--- src/rtl/bit_serializer.sv ---
// Parallel-to-serial stage feeding the pattern-detector's w input over a valid/ready handshake.
// Optional even-parity trailer bit is enabled by defining SERIAL_PARITY_EN.
module bit_serializer #(
  parameter int WIDTH     = 8,
  parameter bit MSB_FIRST = 1'b1,
  parameter bit IDLE_BIT  = 1'b0
) (
  input  logic             clk,
  input  logic             rst,
  input  logic [WIDTH-1:0] in_data,
  input  logic             in_valid,
  output logic             in_ready,
  output logic             w,
  output logic             w_valid,
  output logic             busy
);

  localparam int              CW       = (WIDTH > 1) ? $clog2(WIDTH) : 1;
  localparam logic [CW-1:0]   LAST_CNT = CW'(WIDTH - 1);

  typedef enum logic [1:0] {
    IDLE  = 2'b00,
    SHIFT = 2'b01,
    PAR   = 2'b10
  } state_t;

  state_t           state_r, state_s;
  logic [WIDTH-1:0] sh_r, sh_s;
  logic [CW-1:0]    cnt_r, cnt_s;
  logic             w_r, w_s;
  logic             busy_r, busy_s;
  logic             ready_s;
  logic             accept_s;

`ifdef SERIAL_PARITY_EN
  logic par_r, par_s;

  function automatic logic even_parity(input logic [WIDTH-1:0] d);
    return ^d;
  endfunction
`endif

  // Acceptance window: idle, or the final cycle of the current frame.
  always_comb begin
    ready_s = 1'b0;
    case (state_r)
      IDLE:  ready_s = 1'b1;
`ifdef SERIAL_PARITY_EN
      SHIFT: ready_s = 1'b0;
      PAR:   ready_s = 1'b1;
`else
      SHIFT: ready_s = (cnt_r == LAST_CNT);
`endif
      default: ready_s = 1'b0;
    endcase
    in_ready = rst & ready_s;
    accept_s = in_valid & in_ready;
  end

  // Next-state, shifter, counter and next serial bit.
  always_comb begin
    state_s = state_r;
    sh_s    = sh_r;
    cnt_s   = cnt_r;
    w_s     = w_r;
`ifdef SERIAL_PARITY_EN
    par_s   = par_r;
`endif
    if (accept_s) begin
      // The first bit goes straight to w; the shifter holds the remaining ones.
      state_s = SHIFT;
      cnt_s   = {CW{1'b0}};
`ifdef SERIAL_PARITY_EN
      par_s   = even_parity(in_data);
`endif
      if (MSB_FIRST) begin
        w_s  = in_data[WIDTH-1];
        sh_s = {in_data[WIDTH-2:0], 1'b0};
      end else begin
        w_s  = in_data[0];
        sh_s = {1'b0, in_data[WIDTH-1:1]};
      end
    end else begin
      case (state_r)
        IDLE: begin
          w_s = IDLE_BIT;
        end
        SHIFT: begin
          if (cnt_r != LAST_CNT) begin
            cnt_s = cnt_r + CW'(1'b1);
            if (MSB_FIRST) begin
              w_s  = sh_r[WIDTH-1];
              sh_s = {sh_r[WIDTH-2:0], 1'b0};
            end else begin
              w_s  = sh_r[0];
              sh_s = {1'b0, sh_r[WIDTH-1:1]};
            end
          end else begin
`ifdef SERIAL_PARITY_EN
            state_s = PAR;
            w_s     = par_r;
`else
            state_s = IDLE;
            w_s     = IDLE_BIT;
`endif
          end
        end
`ifdef SERIAL_PARITY_EN
        PAR: begin
          state_s = IDLE;
          w_s     = IDLE_BIT;
        end
`endif
        default: begin
          state_s = IDLE;
          w_s     = IDLE_BIT;
          cnt_s   = {CW{1'b0}};
          sh_s    = {WIDTH{1'b0}};
        end
      endcase
    end
    busy_s = (state_s != IDLE);
  end

  // State and output registers; reset drops any frame in flight.
  always_ff @(posedge clk or negedge rst) begin
    if (!rst) begin
      state_r <= IDLE;
      sh_r    <= {WIDTH{1'b0}};
      cnt_r   <= {CW{1'b0}};
      w_r     <= IDLE_BIT;
      busy_r  <= 1'b0;
`ifdef SERIAL_PARITY_EN
      par_r   <= 1'b0;
`endif
    end else begin
      state_r <= state_s;
      sh_r    <= sh_s;
      cnt_r   <= cnt_s;
      w_r     <= w_s;
      busy_r  <= busy_s;
`ifdef SERIAL_PARITY_EN
      par_r   <= par_s;
`endif
    end
  end

  assign w       = w_r;
  assign busy    = busy_r;
  assign w_valid = busy_r;

endmodule

--- config.mk ---
export PLATFORM = sky130hd
export DESIGN_NAME = bit_serializer
export DESIGN_NICKNAME = d
export VERILOG_FILES = /design/src/rtl/bit_serializer.sv
export SDC_FILE = /design/constraint.sdc
export NUM_CORES = 1
export LEC_CHECK = 0
export BUFFER_PORTS_ARGS = -buffer_cell sky130_fd_sc_hd__buf_2
export CORE_MARGIN = 4
export CORE_UTILIZATION = 47
export CTS_CLUSTER_DIAMETER = 50
export DETAILED_ROUTE_END_ITERATION = 10
export HOLD_SLACK_MARGIN = 0.08
export PLACE_DENSITY_LB_ADDON = 0.15
export SYNTH_ARGS = -nofsm -noshare
export SYNTH_HDL_FRONTEND = slang
export SYNTH_SLANG_ARGS = --single-unit
--- constraint.sdc ---
create_clock -name clk -period 1.78 [get_ports clk]
set_input_delay 0.178 -clock clk [delete_from_list [all_inputs] [get_ports clk]]
set_output_delay 0.178 -clock clk [all_outputs]
set_load 0.005 [all_outputs]
==> flow_summary.json <==
{
  "drt_iter0_drc": 6,
  "ys_seq_elements": 14,
  "die_x_um": 45.14,
  "diodes": 0,
  "cts_root_buffer": "clkbuf_4",
  "routed_wl_mm": 1.095,
  "finalMaxSlewViolations": 0,
  "syn_area_per_cell_um2": 13.50,
  "clockBufferDepth": 2,
  "drc_errors": 0,
  "arrival_ps": 1530,
  "crit_type": "flop to output port",
  "final.setup.tns_ps": 0,
  "finalNonFillerCells": 86,
  "cts-buffers-inserted": 3,
  "min_period_ps": 1710,
  "drv_cap": 0,
  "ys_types": 20,
  "dpl.hpwl_um": 804.2,
  "nets": 85,
  "grt_max_degree": 14,
  "placed_cells": 76,
  "synth_top_family_by_area": "compound AO/OA/AOI/OAI gates",
  "synth_xor_area_share_pct": 0,
  "critical_path.most_common_cell": "ha_2",
  "worst-endpoint-required_ps": 1600,
  "leakage_nw": 0.4312,
  "critPathSlowestCell": "dfrtp_1",
  "drt.antenna.violating_nets": 0,
  "port_buffers": 14,
  "period_share_pct": 96.07,
  "p_per_area_nw_per_um2": 795.0,
  "clock_skew_ps": 0.5893,
  "grt_setup_unrepaired": "yes",
  "grt_pass1_wl_mm": 1.849,
  "antenna_found_initial": 0,
  "setup_viol": 0,
  "cts.clk_slew.worst_paths_ps": 80,
  "gp_congestion": 0.6259,
  "wl_per_cell_um": 12.73,
  "syn_inst": 48,
  "syn-num-nets": 61,
  "placed_cell_area_um2": 725.7,
  "path_buf_inv": 1,
  "drive_above_1_share_pct": 46.48,
  "status": "complete, no violations",
  "power_mw": 0.6486,
  "end_kind": "output port",
  "grt_overflow": 0,
  "area_delta_synth_final_pct": 25.87,
  "ys_seq_area_share_pct": 54.05,
  "clock_sinks": 14,
  "num_io_pins": 15,
  "cp_max_fo": 3,
  "via_per_inst": 5.384,
  "die_area_um2": 2037,
  "first_global_vias": 442,
  "path_cells": "ha_2 > ha_2 > nand2b_4 > nor2b_4 > and2_4 > buf_2",
  "vdd_drop_max_mv": 0.4620,
  "layout_common_cells": "14 x dfrtp_1, 14 x buf_2, 6 x mux2i_1, 6 x o2bb2ai_1, 6 x buf_4",
  "synthAdderAreaFrac_pct": 3.861,
  "drt_pre_antenna_iters": 4,
  "rows": 13,
  "startpoint_type": "flop",
  "cp_top_family": "flip-flops",
  "nFillCells": 126,
  "hold_viol": 0,
  "yosysWarnings": 0,
  "utilization_pct": 62.69,
  "vias": 463,
  "final_area_um2": 815.8,
  "synth_simple_gate_area_share_pct": 12.36,
  "htreeDepth": 1,
  "regArea_um2": 350.3,
  "muxShareOfSynthArea_pct": 9.266,
  "synth_area_um2": 648.1,
  "initial_core_util_pct": 49.81,
  "dieHeight_um": 45.14,
  "grt_util_all_layers_pct": 12.50,
  "synth_compound_area_share_pct": 16.41,
  "cp_slowest_stage_delay_ps": 400,
  "insertion_delay_ps": 270,
  "fmax_mhz": 584.8,
  "core_area_um2": 1301,
  "cts_tree": "built",
  "holdCritPathClass": "input pin to flop",
  "multi_input_area_um2": 281.5
}
[final timing paths]
path / to / slack, ps / start / depth (start not counted)
max: in_ready / 70 / cnt_r[0]$_DFFE_PN0P_ / 6
min: w$_DFF_PN0_ / 150 / in_data[7] / 2
max reg2reg: cnt_r[2]$_DFFE_PN0P_ / 290 / cnt_r[0]$_DFFE_PN0P_ / 6
min reg2reg: sh_r[4]$_DFFE_PN0P_ / 490 / sh_r[3]$_DFFE_PN0P_ / 1
max in group asynchronous: state_r[1]$_DFF_PN0_ / 1100 / rst / 3
min in group asynchronous: w$_DFF_PN0_ / 300 / rst / 2
[area by class of cell]
class | instances | area share (%)
repair buffers | 21 | 15.34
flip-flops and latches | 14 | 42.94
clock buffers | 4 | 4.448
well taps | 15 | 2.301
inverters | 1 | 0.4601
multi-input cells | 31 | 34.51
[power by group]
part	internal [mW]	total, mW	switching, mW
Combinational	0.0445	0.0863	0.0417
Clock	0.124	0.220	0.0954
Sequential	0.332	0.343	0.0102
Total	0.501	0.649	0.147
[cell families (layout without fill, tap and decap cells)]
kind of cell | count (synthesis) | count (layout)
DFF | 14 | 14
other | 1 | 1
muxes | 6 | 6
buffers and inverters | 3 | 26
and+or+nand+nor | 9 | 9
adders and majority gates | 2 | 2
AOI/OAI and AO/OA | 13 | 13
[flip-flops by register name (all words and copies together) (netlist names)]
signal,cells
sh_r,7
w,1
cnt_r,3
busy,1
state_r,2
[metrics by stage]
stage	setup slack (ps)	hold slack, ps
final	69.93	152.4
after global routing	-1.321	143.9
after CTS	2.866	145.0
after detailed placement	211.8	36.90
after global placement	241.8	33.70
after floorplan	373.4	-117.6
[synth_stat cells (all sizes together)]
| library cell | number | area (um^2) |
|---|---|---|
| dfrtp | 14 | 350.3 |
| mux2i | 6 | 60.06 |
| o2bb2ai | 6 | 52.55 |
| a21oi | 3 | 15.01 |
| a32o | 3 | 30.03 |
| buf | 2 | 18.77 |
| ha | 2 | 25.02 |
| nand2 | 2 | 15.01 |
| nand2b | 2 | 22.52 |
| a31o | 1 | 8.760 |
| and2 | 1 | 7.510 |
| conb | 1 | 3.750 |
| inv | 1 | 3.750 |
| nand3 | 1 | 5.000 |
| nor2 | 1 | 11.26 |
| nor2b | 1 | 13.76 |
| nor3 | 1 | 5.000 |
[routing by layer]
layer  track usage (%)  up-vias  part of all wire (%)
met2             19.21       16                    45
met3             3.586        0                   7.5
met1             17.13      225                    48
li1                  -      222                     -
met4             3.509        0                     0
met5                 0        -                     0
[timing repair]
| action | 4_1_cts | 5_1_grt |
|---|---|---|
| pin swaps | 1 | 1 |
| hold endpoints to repair | 14 | 0 |
| gates resized for setup | 1 | 2 |
| endpoints found under the setup margin | 1 | 1 |
| setup buffers | 3 | 2 |
| hold buffers | 1 | 0 |
Power figures use the tool's default switching activity.
